**config.mk**
```make
export PLATFORM = sky130hd
export DESIGN_NAME = button_select_encoder
export DESIGN_NICKNAME = d
export VERILOG_FILES = /design/src/rtl/button_select_pkg.sv /design/src/rtl/button_debounce.sv /design/src/rtl/button_select_encoder.sv
export SDC_FILE = /design/constraint.sdc
export NUM_CORES = 1
export LEC_CHECK = 0
export ABC_AREA = 1
export CAP_MARGIN = 20
export CORE_MARGIN = 4
export CORE_UTILIZATION = 58
export CTS_CLUSTER_SIZE = 14
export DETAILED_ROUTE_END_ITERATION = 8
export DONT_BUFFER_PORTS = 1
export MAX_ROUTING_LAYER = met4
export PLACE_DENSITY = 0.78
export SYNTH_ARGS = -nofsm -noshare
export SYNTH_HDL_FRONTEND = slang
export SYNTH_SLANG_ARGS = --single-unit
```
**constraint.sdc**
```tcl
create_clock -name clk -period 13.8 [get_ports clk]
set_input_delay 1.38 -clock clk [delete_from_list [all_inputs] [get_ports clk]]
set_output_delay 1.38 -clock clk [all_outputs]
set_load 0.005 [all_outputs]
```
**src/rtl/button_select_pkg.sv**
```systemverilog
// button_select_pkg: shared group encoding, default selections and bit-vector helpers
// Revision 1.0 - initial release
`default_nettype none

package button_select_pkg;

   typedef enum logic [1:0] {
      GRP_FREQ = 2'd0,
      GRP_LP   = 2'd1,
      GRP_HP   = 2'd2,
      GRP_NONE = 2'd3
   } group_t;

   localparam int C_FREQ_DEFAULT = 5;
   localparam int C_LP_DEFAULT   = 0;
   localparam int C_HP_DEFAULT   = 0;

   // Helpers operate on a fixed-width vector; callers zero-extend their bank into it.
   localparam int C_MAX_BTN = 32;
   localparam int C_IDX_W   = 5;
   localparam int C_CNT_W   = 6;

   function automatic logic [C_CNT_W-1:0] popcount(input logic [C_MAX_BTN-1:0] v);
      logic [C_CNT_W-1:0] n;
      n = '0;
      for (int i = 0; i < C_MAX_BTN; i++) begin
         n = n + C_CNT_W'(v[i]);
      end
      return n;
   endfunction

   // Lowest set bit wins; only meaningful when exactly one bit is set.
   function automatic logic [C_IDX_W-1:0] onehot_index(input logic [C_MAX_BTN-1:0] v);
      logic [C_IDX_W-1:0] idx;
      idx = '0;
      for (int i = C_MAX_BTN - 1; i >= 0; i--) begin
         if (v[i]) idx = C_IDX_W'(i);
      end
      return idx;
   endfunction

   function automatic group_t group_of(input logic [C_IDX_W-1:0] idx,
                                       input int nf, input int nl, input int nh);
      group_t g;
      if (int'(idx) < nf)                g = GRP_FREQ;
      else if (int'(idx) < nf + nl)      g = GRP_LP;
      else if (int'(idx) < nf + nl + nh) g = GRP_HP;
      else                               g = GRP_NONE;
      return g;
   endfunction

endpackage

`default_nettype wire

```
**src/rtl/button_debounce.sv**
```systemverilog
// button_debounce: 2-flop synchroniser plus whole-vector debounce with a commit pulse
// Revision 1.0 - initial release
`default_nettype none

module button_debounce #(
   parameter int WIDTH           = 16,
   parameter int DEBOUNCE_CYCLES = 50000
) (
   input  logic             clk,
   input  logic             reset_n,
   input  logic [WIDTH-1:0] raw_n,
   output logic [WIDTH-1:0] cand,
   output logic [WIDTH-1:0] stable,
   output logic             commit
);

   localparam int            CW        = (DEBOUNCE_CYCLES > 2) ? $clog2(DEBOUNCE_CYCLES) : 1;
   localparam logic [CW-1:0] C_CNT_MAX = CW'(DEBOUNCE_CYCLES - 1);

   logic [WIDTH-1:0] r_sync1;
   logic [WIDTH-1:0] r_sync2;
   logic [WIDTH-1:0] r_cand;
   logic [WIDTH-1:0] r_stable;
   logic [CW-1:0]    r_cnt;
   logic             w_commit;

   // Commit is combinational so the selection registers load on the same edge as stable.
   assign w_commit = (r_cnt == C_CNT_MAX) && (r_cand != r_stable);

   always_ff @(posedge clk or negedge reset_n) begin
      if (!reset_n) begin
         r_sync1  <= '1;
         r_sync2  <= '1;
         r_cand   <= '1;
         r_stable <= '1;
         r_cnt    <= '0;
      end else begin
         r_sync1 <= raw_n;
         r_sync2 <= r_sync1;
         if (r_sync2 != r_cand) begin
            r_cand <= r_sync2;
            r_cnt  <= '0;
         end else if (r_cnt != C_CNT_MAX) begin
            r_cnt <= r_cnt + CW'(1);
         end
         if (w_commit) r_stable <= r_cand;
      end
   end

   assign cand   = r_cand;
   assign stable = r_stable;
   assign commit = w_commit;

endmodule

`default_nettype wire

```
**src/rtl/button_select_encoder.sv**
```systemverilog
// button_select_encoder: debounced button bank -> freq/lowpass/highpass selection registers
// Revision 1.0 - optional MULTI_PRESS_DEFAULT_EN: multi-press restores defaults
`default_nettype none

module button_select_encoder
   import button_select_pkg::*;
#(
   parameter int N_FREQ          = 8,
   parameter int N_LP            = 4,
   parameter int N_HP            = 4,
   parameter int FREQ_DEFAULT    = C_FREQ_DEFAULT,
   parameter int LP_DEFAULT      = C_LP_DEFAULT,
   parameter int HP_DEFAULT      = C_HP_DEFAULT,
   parameter int DEBOUNCE_CYCLES = 50000
) (
   input  logic                        clk,
   input  logic                        reset_n,
   input  logic [N_FREQ+N_LP+N_HP-1:0] btn_n,
   output logic [$clog2(N_FREQ)-1:0]   freq_sel,
   output logic [$clog2(N_LP)-1:0]     lp_sel,
   output logic [$clog2(N_HP)-1:0]     hp_sel,
   output logic                        sel_upd,
   output logic                        multi_err
);

   localparam int NB = N_FREQ + N_LP + N_HP;
   localparam int FW = $clog2(N_FREQ);
   localparam int LW = $clog2(N_LP);
   localparam int HW = $clog2(N_HP);

   localparam logic [C_IDX_W-1:0] C_LP_BASE = C_IDX_W'(N_FREQ);
   localparam logic [C_IDX_W-1:0] C_HP_BASE = C_IDX_W'(N_FREQ + N_LP);

   logic [NB-1:0]      w_cand;
   logic [NB-1:0]      w_stable;
   logic               w_commit;
   logic [NB-1:0]      w_pressed;
   logic [NB-1:0]      w_new;
   logic [C_CNT_W-1:0] w_count;
   logic [C_IDX_W-1:0] w_idx;
   logic [C_IDX_W-1:0] w_local;
   group_t             w_grp;

   button_debounce #(
      .WIDTH           (NB),
      .DEBOUNCE_CYCLES (DEBOUNCE_CYCLES)
   ) u_debounce (
      .clk     (clk),
      .reset_n (reset_n),
      .raw_n   (btn_n),
      .cand    (w_cand),
      .stable  (w_stable),
      .commit  (w_commit)
   );

   assign w_pressed = ~w_cand;
   assign w_new     = ~w_cand & w_stable;
   assign w_count   = popcount(C_MAX_BTN'(w_pressed));
   assign w_idx     = onehot_index(C_MAX_BTN'(w_pressed));
   assign w_grp     = group_of(w_idx, N_FREQ, N_LP, N_HP);

   always_comb begin
      w_local = w_idx;
      case (w_grp)
         GRP_LP:  w_local = w_idx - C_LP_BASE;
         GRP_HP:  w_local = w_idx - C_HP_BASE;
         default: w_local = w_idx;
      endcase
   end

   always_ff @(posedge clk or negedge reset_n) begin
      if (!reset_n) begin
         freq_sel  <= FW'(FREQ_DEFAULT);
         lp_sel    <= LW'(LP_DEFAULT);
         hp_sel    <= HW'(HP_DEFAULT);
         sel_upd   <= 1'b0;
         multi_err <= 1'b0;
      end else begin
         sel_upd   <= 1'b0;
         multi_err <= 1'b0;
         if (w_commit) begin
            // A lone button that was already held (partner released) is not a new press.
            if (w_count == C_CNT_W'(1) && (|w_new)) begin
               sel_upd <= 1'b1;
               case (w_grp)
                  GRP_FREQ: freq_sel <= FW'(w_local);
                  GRP_LP:   lp_sel   <= LW'(w_local);
                  GRP_HP:   hp_sel   <= HW'(w_local);
                  default:  ;
               endcase
            end else if (w_count >= C_CNT_W'(2)) begin
               multi_err <= 1'b1;
`ifdef MULTI_PRESS_DEFAULT_EN
               sel_upd  <= 1'b1;
               freq_sel <= FW'(FREQ_DEFAULT);
               lp_sel   <= LW'(LP_DEFAULT);
               hp_sel   <= HW'(HP_DEFAULT);
`endif
            end
         end
      end
   end

endmodule

`default_nettype wire

```
== Word-level counts from Yosys, hierarchy flattened ==
Cells that the tools add are included.

* Register bits after elaboration: 89
* Output and inout port bits: 9
* Logic and storage cells: 76
* Input port bits: 18

* Multiplexer cells: 27
* Add/sub/neg operators: 18
* $lt $le $gt $ge: 4
* Bitwise logic cells: 2
* Reductions and logical operators: 8
* Equal/unequal tests: 7

{| class="wikitable"
|+ Operators by type and width
! cell !! count
|-
| $mux W5 || 15
|-
| $add A6 B1 Y6 || 10
|-
| $mux W16 || 2
|-
| $ne A16 B16 Y1 || 2
|-
| $add A16 B1 Y16 const B || 1
|-
| $and A16 B16 Y16 || 1
|-
| $eq A16 B16 Y1 const B || 1
|-
| $ne A16 B16 Y1 const B || 1
|-
| $not A16 Y16 || 1
|-
| $reduce_or A16 Y1 || 1
|-
| $lt A5 B4 Y1 const B || 2
|-
| $reduce_and A3 Y1 || 3
|-
| $add A5 B1 Y6 || 1
|-
| $eq A6 B1 Y1 const B || 1
|-
| $ge A6 B2 Y1 const B || 1
|-
| $mux W1 || 6
|-
| $pmux W3 S2 || 1
|-
| $add A4 B1 Y5 || 1
|-
| $lt A5 B5 Y1 const B || 1
|-
| $add A3 B1 Y4 || 1
|-
| $mux W2 || 2
|-
| $mux W4 || 1
|-
| $add A2 B1 Y3 || 1
|-
| $sub A3 B1 Y3 const B || 1
|-
| other kinds (7) || 8
|}

== Logic depth before layout (Yosys ltp) ==
* Depth in word-level cells: 23
* Gate-level depth with buffers: 19
* Depth with buffers taken out: 19

== Cells and area by module ==
From an unflattened synthesis, not the netlist that was laid out.

* Cells, all modules: 557
* Area total of the unflattened synthesis: 4659.5 um^2

{| class="wikitable"
|+ By module, submodules not included
! module !! cells each !! instances !! sequential area each (um^2) !! area an instance (um^2)
|-
| button_debounce || 422 || 1 || 2082.0 || 3599.7
|-
| button_select_encoder || 135 || 1 || 227.7 || 1059.8
|}

== Worst setup path before layout ==
No wires, ideal clock.

* Path kind: register to register
* Start point: register u_debounce.r_cand[0] (netlist: u_debounce.cand[0])
* End point: register hp_sel[1]
* Path buffers: 0
* Stages on the path, launching flop included: 20
* Clock period less this slack: 4.400 ns
* Setup time: 0.118 ns
* Data required time: 13.682 ns
* Arrival time: 4.283 ns
* Path slack: 9.400 ns
* Cells stage by stage: dfstp_2 inv_1 fa_1 inv_1 fa_1 fa_1 inv_1 fa_1 ha_1 fa_1 nor3_1 o21ai_0 a21oi_1 nand3_1 nor2_8 nand2_4 nor2_4 inv_2 nand2_1 o21ai_2

* Cells in the longest elaborated chain, start to end: 19
* Elaborated cells on any way between the ends: 35
* Classes of those cells: 17 x add/sub; 3 x order compare; 4 x eq/ne; 5 x mux; 2 x bitwise; 4 x reduce/logical

{| class="wikitable"
|+ Ends and longest elaborated chain
! element !! line !! RTL
|-
| from (decl) || button_debounce.sv:22 || <nowiki>logic [WIDTH-1:0] r_cand;</nowiki>
|-
| from (signal assigned) || button_debounce.sv:41 || <nowiki>r_cand <= r_sync2;</nowiki>
|-
| $not A16 Y16 || button_select_encoder.sv:56, button_select_encoder.sv:57 ||
|-
| $add A1 B1 Y2 || button_select_pkg.sv:27 || <nowiki>n = n + C_CNT_W'(v[i]);</nowiki>
|-
| $add A2 B1 Y3 || button_select_pkg.sv:27 ||
|-
| $add A3 B1 Y4 || button_select_pkg.sv:27 ||
|-
| $add A4 B1 Y5 || button_select_pkg.sv:27 ||
|-
| $add A5 B1 Y6 || button_select_pkg.sv:27 ||
|-
| $add A6 B1 Y6 (10 in series) || button_select_pkg.sv:27 ||
|-
| $eq A6 B1 Y1 || button_select_encoder.sv:83 || <nowiki>if (w_count == C_CNT_W'(1) && (|w_new)) begin</nowiki>
|-
| $logic_and A1 B1 Y1 || button_select_encoder.sv:83 ||
|-
| $reduce_and A3 Y1 (no source line) || -- ||
|-
| to (signal assigned) || button_select_encoder.sv:75 || <nowiki>hp_sel <= HW'(HP_DEFAULT);</nowiki>
|-
| to (signal assigned) || button_select_encoder.sv:88 || <nowiki>GRP_HP: hp_sel <= HW'(w_local);</nowiki>
|-
| to (decl) || button_select_encoder.sv:21 || <nowiki>output logic [$clog2(N_HP)-1:0] hp_sel,</nowiki>
|}

Parallel ways exist; a longest one is shown, timed or not.
A chain may end at the register's enable or synchronous reset.

== Worst setup path in the final report ==
Same ends and word-level chain as after synthesis.

==> metrics.md <==
| Metric | Value |
|---|---|
| Hold Path Class | reg2reg |
| Worst path arrival time | 4.90 ns |
| Initial cell density of the core | 60.0% |
| Root buf cell | clkbuf_8 |
| Post-synth top cells | dfstp_2, nand2_1, inv_1 |
| Max-slew violations | 0 |
| Nets@finish | 420 |
| Comb pwr share | 10.7% |
| Worst Path Required | 14.04 ns |
| Post-synth cell types | 37 |
| Row count | 30 |
| Delay-heaviest family, CP | adder cells |
| Antenna-violating nets left | 0 |
| Post-synth EDFFs | 0 |
| Die Span X | 92.0 um |
| Post-Route WL | 6660 um |
| Setup Buffers After CTS | 0 |
| Overflow after GRT | 0 |
| Dpl cells | 455 |
| Hold_buf cts | 0 |
| Critical path, cell by cell | inv_1, fa_1, inv_1, fa_1, fa_1, inv_1, fa_1, ha_1, fa_1, nor3_1, o21ai_0, a21oi_1, nand3_1, nor2_8, nand2_4, nor2_4, inv_2, nand2_1, o21ai_2 |
| Fin util | 63.8% |
| Seq pwr share | 53.7% |
| Count leader, synth | dfstp_2 |
| Minimum clock period | 4.66 ns |
| Htree depth | 3 |
| Mapped Area | 4100 um2 |
| First-pass GRT wire length | 11600 um |
| Post-Syn Nets | 428 |
| Clock latency on the worst-skew pair | 0.36 ns |
| Number of max-cap violations | 0 |
| Cell count after synthesis | 378 |
| Clk slew on worst S/H paths | 0.09 ns |
| Port bufs | 0 |
| Max Freq | 0.215 GHz |
| Vias in the first global route | 2508 |
| TritonCTS clock tree | done |
| Slew headroom | 67.4% |
| Largest net degree at the start of global routing | 90 |
| Critical path type | reg2reg |
| Non-filler cells in the finished layout | 471 |
| # setup viols final | 0 |
| Setup TNS | 0 ns |
| Leakage | 0.00192 uW |
| Area grow syn2layout | 6.38% |
| Min Hold Slack | 0.356 ns |
| Core footprint | 6830 um2 |
| Synth Register Bits | 89 |
| Placer congestion estimate | 0.865 |
| Pwr Density | 120 nW/um2 |
| Asr flop ratio synth | 100% |
| Crit path capture type | flop |
| RSZ-0062 raised after global routing | false |
| Vias post-DR | 2459 |
| Synth Warn # | 0 |
| Design Power | 522 uW |
| Die Y | 92.0 um |
| Critical path's slowest cell | dfstp_2 |
| Worst path max stage delay | 0.59 ns |
| Post_cts resized | 0 |
| Clk pwr share | 35.7% |
| Final hold violation count | 0 |
| Buf/Inv on CP | 4 |
| Antenna violations before repair | 0 |
| Ys flop type | dfstp_2 |
| Synth area leader | dfstp_2 |
| N_diodes | 0 |
| Post-synthesis sequential area ratio | 56.4% |
| Max FO, Critical Path | 6 |
| FILL cells | 545 |
| Least-Margin Pin Slew | 0.485 ns |
| Synth top area cells | dfstp_2, dfrtp_1, ha_1, nand2_1, fa_1 |
| Via density | 5.22 |
| Final Skew | 0.0111 ns |
| Num CTS Buffers | 9 |
| Gr usage total | 18.0% |
| Wire length per cell | 14.1 um |
| Internal power | 394 uW |
| Pre-Repair DR Iteration Count | 5 |
| Initial DRC count | 114 |
| Switching Fraction | 24.5% |
| Clock tree buffer depth | 2 |
| Crit-path most repeated cell | fa_1 |
| Num Clock Sinks | 89 |
| Residual DRC | 0 |
| Max IR drop VDD | 0.0748 mV |
| Tcrit/Tclk final | 33.8% |
| Layout cell share with drive strength beyond 1 | 29.3% |
| Nature of the critical path startpoint | flop |
| Top Ports | 27 |
| Post-synth top area share | 42.3% |
| Outcome | completed |
| Die ar. | 8470 um2 |
| Syn Area/Cell | 10.8 um2 |
| P_sw | 128 uW |
| Final HPWL DP | 4880 um |
==> worst reg2reg max path: cells and delay by family (launching register included) <==
family                     cells  cell delay, ns
and+or+nand+nor                6            0.76
DFF                            1            0.59
AOI/OAI and AO/OA              3            0.34
adders and majority gates      6            2.61
buffers and inverters          4            0.25
==> sequential cells by signal (all words and copies together), names as in the netlist <==
signal	count
u_debounce.cand	16
u_debounce.r_cnt	16
u_debounce.r_sync1	16
u_debounce.r_sync2	16
u_debounce.stable	16
freq_sel	3
hp_sel	2
lp_sel	2
multi_err	1
sel_upd	1
==> per-stage QoR <==
step,cell area (um2),setup WS [ns]
floorplan,4100,9.40
global placement,4150,9.28
detailed placement,4150,9.14
CTS,4360,9.11
global route,4360,8.84
finish,4360,9.14
==> cell families after synthesis <==
group	after synthesis	synth area share, %
AO/OA/AOI/OAI	46	6.41
adder cells (fa/ha/maj)	32	11.6
flip-flops	89	56.4
AND/OR/NAND/NOR	130	16.1
buffers and inverters	64	5.89
XOR/XNOR	17	3.63
==> path summary, 6_finish.rpt <==
check                                        from                     end  slack (ns)  depth (start not counted)
max in group asynchronous                 reset_n             freq_sel[2]       12.85                          0
max                            u_debounce.cand[0]               hp_sel[1]        9.14                         19
min                        u_debounce.r_sync1[14]  u_debounce.r_sync2[14]        0.36                          0
max reg2reg                    u_debounce.cand[0]               hp_sel[1]        9.14                         19
min reg2reg                u_debounce.r_sync1[14]  u_debounce.r_sync2[14]        0.36                          0
min in group asynchronous                 reset_n               multi_err        0.73                          0
==> placed cells by master (no fill, tap or decap), types with 2 or more instances in the layout <==
master     n
dfrtp_1   23
ha_1      22
nor3_1     7
inv_1     39
o21ai_0   22
nor2_2     2
o21ai_1    2
dfstp_2   66
nor2_1    19
a21oi_1   13
or2_2      2
fa_1      10
a211oi_1   2
nand4_1   13
inv_6      2
nand2_4    2
xnor2_1   17
nand3_1   11
clkinv_2   2
nand2_1   58
clkbuf_8  11
nor4_2     2
inv_2      4
o21ai_2    2
nand2_2    5
nor2_4     3
==> power by group through the flow <==
| stage | Sequential, uW | Clock, uW | Combinational [uW] |
|---|---|---|---|
| CTS | 280 | 192 | 56.2 |
| detailed placement | 285 | 0 | 55.9 |
| finish | 280 | 186 | 55.7 |
| floorplan | 283 | 0 | 46.2 |
| global route | 282 | 203 | 65.8 |
| global placement | 284 | 0 | 52.5 |
==> cell type report <==
type | instances | area (um2) | share of cell area, %
Clock buffer | 11 | 151 | 3.47
Multi-Input combinational cell | 225 | 1550 | 35.5
Inverter | 45 | 170 | 3.90
Tap cell | 96 | 120 | 2.76
Clock inverter | 5 | 61.3 | 1.41
Sequential cell | 89 | 2310 | 53.0
==> layer usage <==
metal | global-route usage (%) | wire length (um)
met1 | 22.6 | 3040
met2 | 29.0 | 3300
met3 | 3.45 | 248
met4 | 7.05 | 74
met5 | - | 0
Note: power is estimated with default switching activity, not from simulation.
